`src/rtl/hazard_pkg.sv`:
```
// Shared types and defaults for the hazard controller.
// Holds the FSM state enum and the down-counter width helper.
package hazard_pkg;

  typedef enum logic [1:0] {
    IDLE,
    LSTALL,
    FLUSH
  } hz_state_t;

  localparam int REG_W_DEF     = 5;
  localparam int LOAD_LAT_DEF  = 1;
  localparam int FLUSH_CYC_DEF = 1;
  localparam int CNT_W_DEF     = 16;

  function automatic int cnt_width(
    input int a,
    input int b
  );
    return $clog2((a > b) ? a : b) + 1;
  endfunction

endpackage

```
`src/rtl/hazard_ctrl_sat_counter.sv`:
```
// Saturating event counter used for hazard statistics.
// Holds at all-ones once full; synchronous active-low reset.
module sat_counter #(
  parameter int W = 16
) (
  input  logic         clk,
  input  logic         rst,
  input  logic         inc,
  output logic [W-1:0] count
);

  // count events, sticking at the maximum value
  always_ff @(posedge clk) begin
    if (!rst) begin
      count <= '0;
    end else if (inc && (count != '1)) begin
      count <= count + 1'b1;
    end
  end

endmodule

```
`src/rtl/hazard_ctrl.sv`:
```
// Hazard controller: load-use stall, front-end flush, ext freeze.
// Define HAZARD_PERF_EN to build the saturating perf counters.
module hazard_ctrl
  import hazard_pkg::*;
#(
  parameter int REG_W     = REG_W_DEF,
  parameter int LOAD_LAT  = LOAD_LAT_DEF,
  parameter int FLUSH_CYC = FLUSH_CYC_DEF,
  parameter int CNT_W     = CNT_W_DEF
) (
  input  logic             clk,
  input  logic             rst,
  input  logic [REG_W-1:0] rs_id,
  input  logic [REG_W-1:0] rt_id,
  input  logic             uses_rt_id,
  input  logic             valid_id,
  input  logic             mem_read_ex,
  input  logic [REG_W-1:0] dest_ex,
  input  logic             branch_id,
  input  logic             prediction,
  input  logic             branch_taken,
  input  logic             jr_id,
  input  logic             ext_stall,
  output logic             stall_pc,
  output logic             stall_ifid,
  output logic             bubble_ex,
  output logic             flush_ifid,
  output logic             redirect,
  output logic             ld_hazard,
  output logic             br_hazard,
  output logic [CNT_W-1:0] ld_stall_cnt,
  output logic [CNT_W-1:0] br_flush_cnt
);

  localparam int CW = cnt_width(LOAD_LAT, FLUSH_CYC);
  localparam logic [CW-1:0] LD_INIT = CW'(LOAD_LAT - 1);
  localparam logic [CW-1:0] FL_INIT = CW'(FLUSH_CYC - 1);
  localparam logic [CW-1:0] CNT_ONE = CW'(1);

  hz_state_t     state;
  hz_state_t     state_nxt;
  logic [CW-1:0] cnt;
  logic [CW-1:0] cnt_nxt;

  logic rs_hit;
  logic rt_hit;
  logic mispred;
  logic ld_det;
  logic br_det;

  assign rs_hit  = (rs_id == dest_ex);
  assign rt_hit  = uses_rt_id & (rt_id == dest_ex);
  assign mispred = branch_id & (prediction ^ branch_taken);
  assign ld_det  = valid_id & mem_read_ex
                 & (dest_ex != '0) & (rs_hit | rt_hit);
  assign br_det  = valid_id & (mispred | jr_id) & ~ld_det;

  // next state, sequence counter and pipeline controls
  always_comb begin
    state_nxt  = state;
    cnt_nxt    = cnt;
    stall_pc   = 1'b0;
    stall_ifid = 1'b0;
    bubble_ex  = 1'b0;
    flush_ifid = 1'b0;
    redirect   = 1'b0;
    ld_hazard  = 1'b0;
    br_hazard  = 1'b0;
    if (!rst) begin
      state_nxt = IDLE;
      cnt_nxt   = '0;
    end else if (ext_stall) begin
      stall_pc   = 1'b1;
      stall_ifid = 1'b1;
    end else begin
      unique case (state)
        IDLE: begin
          unique case (1'b1)
            ld_det: begin
              ld_hazard  = 1'b1;
              stall_pc   = 1'b1;
              stall_ifid = 1'b1;
              bubble_ex  = 1'b1;
              if (LOAD_LAT > 1) begin
                state_nxt = LSTALL;
                cnt_nxt   = LD_INIT;
              end
            end
            br_det: begin
              br_hazard  = 1'b1;
              redirect   = 1'b1;
              flush_ifid = 1'b1;
              if (FLUSH_CYC > 1) begin
                state_nxt = FLUSH;
                cnt_nxt   = FL_INIT;
              end
            end
            default: ;
          endcase
        end
        LSTALL: begin
          stall_pc   = 1'b1;
          stall_ifid = 1'b1;
          bubble_ex  = 1'b1;
          cnt_nxt    = cnt - 1'b1;
          if (cnt == CNT_ONE) state_nxt = IDLE;
        end
        FLUSH: begin
          flush_ifid = 1'b1;
          cnt_nxt    = cnt - 1'b1;
          if (cnt == CNT_ONE) state_nxt = IDLE;
        end
        default: begin
          state_nxt = IDLE;
          cnt_nxt   = '0;
        end
      endcase
    end
  end

  // state and sequence counter registers
  always_ff @(posedge clk) begin
    if (!rst) begin
      state <= IDLE;
      cnt   <= '0;
    end else begin
      state <= state_nxt;
      cnt   <= cnt_nxt;
    end
  end

`ifdef HAZARD_PERF_EN
  logic [CNT_W-1:0] ld_q;
  logic [CNT_W-1:0] br_q;

  sat_counter #(
    .W(CNT_W)
  ) u_ld_cnt (
    .clk  (clk),
    .rst  (rst),
    .inc  (ld_hazard),
    .count(ld_q)
  );

  sat_counter #(
    .W(CNT_W)
  ) u_br_cnt (
    .clk  (clk),
    .rst  (rst),
    .inc  (br_hazard),
    .count(br_q)
  );

  assign ld_stall_cnt = rst ? ld_q : '0;
  assign br_flush_cnt = rst ? br_q : '0;
`else
  assign ld_stall_cnt = '0;
  assign br_flush_cnt = '0;
`endif

endmodule

```
`config.mk`:
```
export PLATFORM = sky130hd
export DESIGN_NAME = hazard_ctrl
export DESIGN_NICKNAME = d
export VERILOG_FILES = /design/src/rtl/hazard_pkg.sv /design/src/rtl/hazard_ctrl_sat_counter.sv /design/src/rtl/hazard_ctrl.sv
export SDC_FILE = /design/constraint.sdc
export NUM_CORES = 1
export LEC_CHECK = 0
export ABC_CLOCK_PERIOD_IN_PS = 2150
export CORE_ASPECT_RATIO = 1.1
export CORE_MARGIN = 5
export CORE_UTILIZATION = 28
export DETAILED_ROUTE_END_ITERATION = 6
export PLACE_DENSITY = 0.95
export SLEW_MARGIN = 20
export SYNTH_ARGS = -nofsm -noshare
export SYNTH_HDL_FRONTEND = slang
export SYNTH_SLANG_ARGS = --single-unit
```
`constraint.sdc`:
```
create_clock -name clk -period 2.15 [get_ports clk]
set_input_delay 0.215 -clock clk [delete_from_list [all_inputs] [get_ports clk]]
set_output_delay 0.215 -clock clk [all_outputs]
set_load 0.02 [all_outputs]
```
# After elaboration in Yosys (flattened, before gate mapping)
# Index checks and enable logic that the tools add are counted.
totals:
  regBits: 3
  input_bits: 25
  output_inout_bits: 39
  word_cells: 45
classes:
  add_sub_neg: 1
  eq_ne: 5
  mux: 19
  n_bitwise: 13
  n_reduce_logical: 5
ops:
  columns: ["operator", "count"]
  rows:
  - ["two-way mux 1 bit", 14]
  - ["equality test 5 bit", 2]
  - ["bitwise AND 1 bit", 7]
  - ["one-hot mux 1 bit (2 select lines)", 3]
  - ["nonzero test 5 bit", 1]
  - ["one-hot mux 2 bit (2 select lines)", 1]
  - ["inverter 1 bit", 3]
  - ["AND reduction 3 bit", 1]
  - ["equality test 2 x 1 -> 1 bit (second input constant)", 1]
  - ["equality test 2 bit (second input constant)", 1]
  - ["logical NOT 2 bit", 1]
  - ["two-way mux 2 bit", 1]
  - ["inequality test 2 x 1 -> 1 bit (second input constant)", 1]
  - ["OR 1 bit", 2]
  - ["AND reduction 2 bit", 1]
  - ["OR reduction 2 bit", 1]
  - ["subtractor 1 bit (second input constant)", 1]
  - ["bitwise XOR 1 bit", 1]

# Longest topological paths before layout
depth:
  depth_word: 10
  mapped_depth: 5
  mapped_depth_nobuf: 4

# Worst setup path after synthesis
# No wires, ideal clock.
synth_path:
  path_kind: "input port to output port"
  start: "input port dest_ex[1]"
  end: "output port flush_ifid"
  t_arrival_ns: 1.315
  required_ns: 1.935
  path_slack_ns: 0.620
  stages: 5
  n_path_buf: 1
  path_cell_list: "nor3_1 > nand2_1 > and3_4 > a211oi_2 > buf_4"
synth_via:
  elab_chain_cells: 10
  elab_cells_between_ends: 13
  classes_between: "eq/ne (2); mux (4); bitwise (6); reduce/logical (1)"
synth_rtl:
  columns: ["element", "line_no", "text"]
  rows:
  - ["start: declaration", "hazard_ctrl.sv:18", "input logic [REG_W-1:0] dest_ex,"]
  - ["equality test 5 bit", "hazard_ctrl.sv:52", "assign rt_hit = uses_rt_id & (rt_id == dest_ex);"]
  - ["bitwise AND 1 bit", "hazard_ctrl.sv:52", null]
  - ["OR 1 bit", "hazard_ctrl.sv:55", "& (dest_ex != '0) & (rs_hit | rt_hit);"]
  - ["bitwise AND 1 bit (*)", "hazard_ctrl.sv:55", null]
  - ["inverter 1 bit (*)", "hazard_ctrl.sv:56", "assign br_det = valid_id & (mispred | jr_id) & ~ld_det;"]
  - ["bitwise AND 1 bit (*)", "hazard_ctrl.sv:56", null]
  - ["two-way mux 1 bit (*)", "hazard_ctrl.sv:78", "unique case (1'b1)"]
  - ["one-hot mux 1 bit (2 select lines) (*)", "hazard_ctrl.sv:76", "unique case (state)"]
  - ["two-way mux 1 bit (*)", "hazard_ctrl.sv:72", "end else if (ext_stall) begin"]
  - ["two-way mux 1 bit (*)", "hazard_ctrl.sv:69", "if (!rst) begin"]
  - ["end: declaration", "hazard_ctrl.sv:27", "output logic flush_ifid,"]
# Every way passes the cells marked *; elsewhere a longest branch is shown, timed or not.

# Worst setup path in the final report
layout_path:
  start: "input port dest_ex[3]"
  end: "output port ld_hazard"
layout_via:
  elab_chain_cells: 8
  elab_cells_between_ends: 11
  classes_between: "eq/ne (2); mux (4); bitwise (4); reduce/logical (1)"
layout_rtl:
  columns: ["element", "line_no", "text"]
  rows:
  - ["equality test 5 bit", "hazard_ctrl.sv:52", null]
  - ["bitwise AND 1 bit", "hazard_ctrl.sv:52", null]
  - ["OR 1 bit", "hazard_ctrl.sv:55", null]
  - ["bitwise AND 1 bit (*)", "hazard_ctrl.sv:55", null]
  - ["two-way mux 1 bit (*)", "hazard_ctrl.sv:78", null]
  - ["two-way mux 1 bit (*)", "hazard_ctrl.sv:76", null]
  - ["two-way mux 1 bit (*)", "hazard_ctrl.sv:72", null]
  - ["two-way mux 1 bit (*)", "hazard_ctrl.sv:69", null]
  - ["end: declaration", "hazard_ctrl.sv:29", "output logic ld_hazard,"]
# Marks and branches as above.

==> results.md <==
- Fraction of layout instances using a drive strength above 1: 0.09890
- Tmin final: approximately 2000 ps
- Clk pwr share: 0
- Fin. Hold Viols: 0
- Fin cells: between 100 and 150
- Hold Path Class: input port to output pin
- Die span in y: 53.28 microns
- Area of the multi-input gates: 330.3 sq um
- Critical path depth in cells: 6
- Die width: just under 50 microns
- ANT cells: 0
- CP arrival: 1840 ps
- Crit-path leading delay family: buffers and inverters
- Leak Pwr: around 0.32 nW
- Max-Cap Viols: 0
- Min-delay src: valid_id
- Sequential Area: 0 sq um
- Pre-CTS setup slack: -206.6 ps
- First-pass GRT wire length: between 1.5 and 2 mm
- Worst IR Drop VDD: 0.06670 mV
- Critical path data required time: 1930 ps
- Status: complete, no violations
- Core area: 1595 sq um
- Slowest-stage cell, CP: clkdlybuf4s50_1
- GP Congestion: roughly 0.73
- Register area share after synthesis: 0
- Slew Limit Fails: 0
- Worst path cell trace: clkdlybuf4s50_1 -> xnor2_2 -> nand4_1 -> o22ai_2 -> and4b_1 -> dlygate4sd2_1
- Final worst slack: 99.62 ps
- Setup TNS: 0 ps
- Seq cells: 0
- Max Fclk: 487.7 MHz
- Final setup vio count: 0
- Number of global-route vias before repair: 360
- Net Sw Frac: 0.5746
- Drt pass-1 iters: 3
- Wire per inst: 11.85 microns
- Fin crit share: 0.9537
- Final Util: 0.4118
- Post-synth cell types: 17
- Sw Pwr: about 86 uW
- Mean post-synth cell area: ~7.6 sq um
- Internal cell power: about 64 uW
- IO buf count: 31
- Crit path buf inv count: 2
- Final hold slack: about 1200 ps
- Via Count: 410
- Slowest Stage Delay on Critical Path: ~580 ps
- Power per cell area: 228.8 nW/um^2
- Standard-cell row count: 15
- Final-layout clock buffer total: 0
- Crit path to: ld_hazard
- GRT overflow: 0
- GRT Util Overall: 0.07355
- Largest net degree at the start of global routing: 5
- Final instance area: 656.9 sq um
- Total power: between 150 and 200 uW
- Dpl cells: roughly 110
- Gate power share: 1.000
- Final WL: between 1 and 1.5 mm
- Die area: between 2000 and 3000 sq um
- Antenna-violating nets left: 0
- I/O pin count: 64
- Post-DP HPWL: 1.202 mm
- Syn. warnings: 0
- Initial Util: 0.2988
- Crit. End Element: output pin
- Initial antenna violation count: 0
- # DRC: 0
- Share of power burned in registers: 0
- Post-Synthesis Cells: 63
- Synthesized area: about 480 sq um
- Initial DRC Count: 1
- P&R area growth vs syn: 37.80%
- DR vias/cell: roughly 3.8
- Peak fanout along the critical path: 3
- Crit path launch type: input port
- Layout net count: 118
- Placed cell area: about 670 sq um
- Setup CP Type: input port to output pin
- Fillers: 180
- Worst Setup SP: dest_ex[3]
[routing by layer]
layer / share of wire / up-vias / global-route usage
li1: - / 196 / -
met1: 0.21 / 189 / 0.05833
met2: 0.69 / 23 / 0.1781
met3: 0.093 / 2 / 0.002817
met4: 0.011 / 0 / 0.02242
met5: 0 / - / 0
[what timing repair did]
item,CTS,global route
gates cloned,0,0
gates resized for setup,7,7
hold buffers,0,0
setup endpoints to repair,7,7
buffers inserted,0,0
[how the worst min path moves through the flow]
| stage | end | slack, ps | cells past startpoint |
|---|---|---|---|
| global route | br_hazard | 1210 | 4 |
| floorplan | br_hazard | 580 | 2 |
| detailed placement | br_hazard | 1570 | 4 |
| finish | flush_ifid | 1190 | 4 |
| global placement | flush_ifid | 1560 | 4 |
| CTS | br_hazard | 1350 | 4 |
[cell usage in the layout (no fill, tap or decap)]
| cell | n |
|---|---|
| conb_1 | 32 |
| clkdlybuf4s50_1 | 24 |
| xnor2_1 | 9 |
| dlygate4sd2_1 | 4 |
| nand2_1 | 3 |
| clkbuf_2 | 3 |
| buf_4 | 2 |
| nand3_1 | 1 |
| xnor2_2 | 1 |
| nand4_1 | 1 |
| o22ai_2 | 1 |
| nor2_1 | 1 |
| nor3_1 | 1 |
| and3_4 | 1 |
| xor2_1 | 1 |
| a21oi_1 | 1 |
| nand3b_1 | 1 |
| a211oi_2 | 1 |
| and4b_1 | 1 |
| and3_1 | 1 |
| a32o_1 | 1 |
[synth_stat cells (all sizes together)]
master,instances,area (sq um)
a211oi,1,12.51
a21oi,1,5.000
a32o,1,10.01
and3,2,17.52
and4b,1,10.01
buf,36,270.3
conb,1,3.750
nand2,3,11.26
nand3,1,5.000
nand3b,1,7.510
nand4,1,6.260
nor2,1,3.750
nor3,1,5.000
o22ai,1,12.51
xnor2,10,87.58
xor2,1,8.760
[power groups by stage]
stage	sequential (mW)	combinational (mW)	clock, mW
global placement	0	0.147	0
finish	0	0.150	0
CTS	0	0.147	0
global route	0	0.160	0
floorplan	0	0.133	0
detailed placement	0	0.150	0
[layout make-up]
type / count / area share
timing repair buffer: 33 / 0.4648
multi-input combinational: 58 / 0.5029
tap: 17 / 0.03238
[cells by family (layout without fill, tap and decap cells)]
family	count (synthesis)	after routing	synth area share
compound gates	4	4	0.08397
buf+inv	36	33	0.5669
simple gates	11	11	0.1391
xor+xnor	11	11	0.2021
other cells	1	32	0.007866
Power figures use the tool's default switching activity.
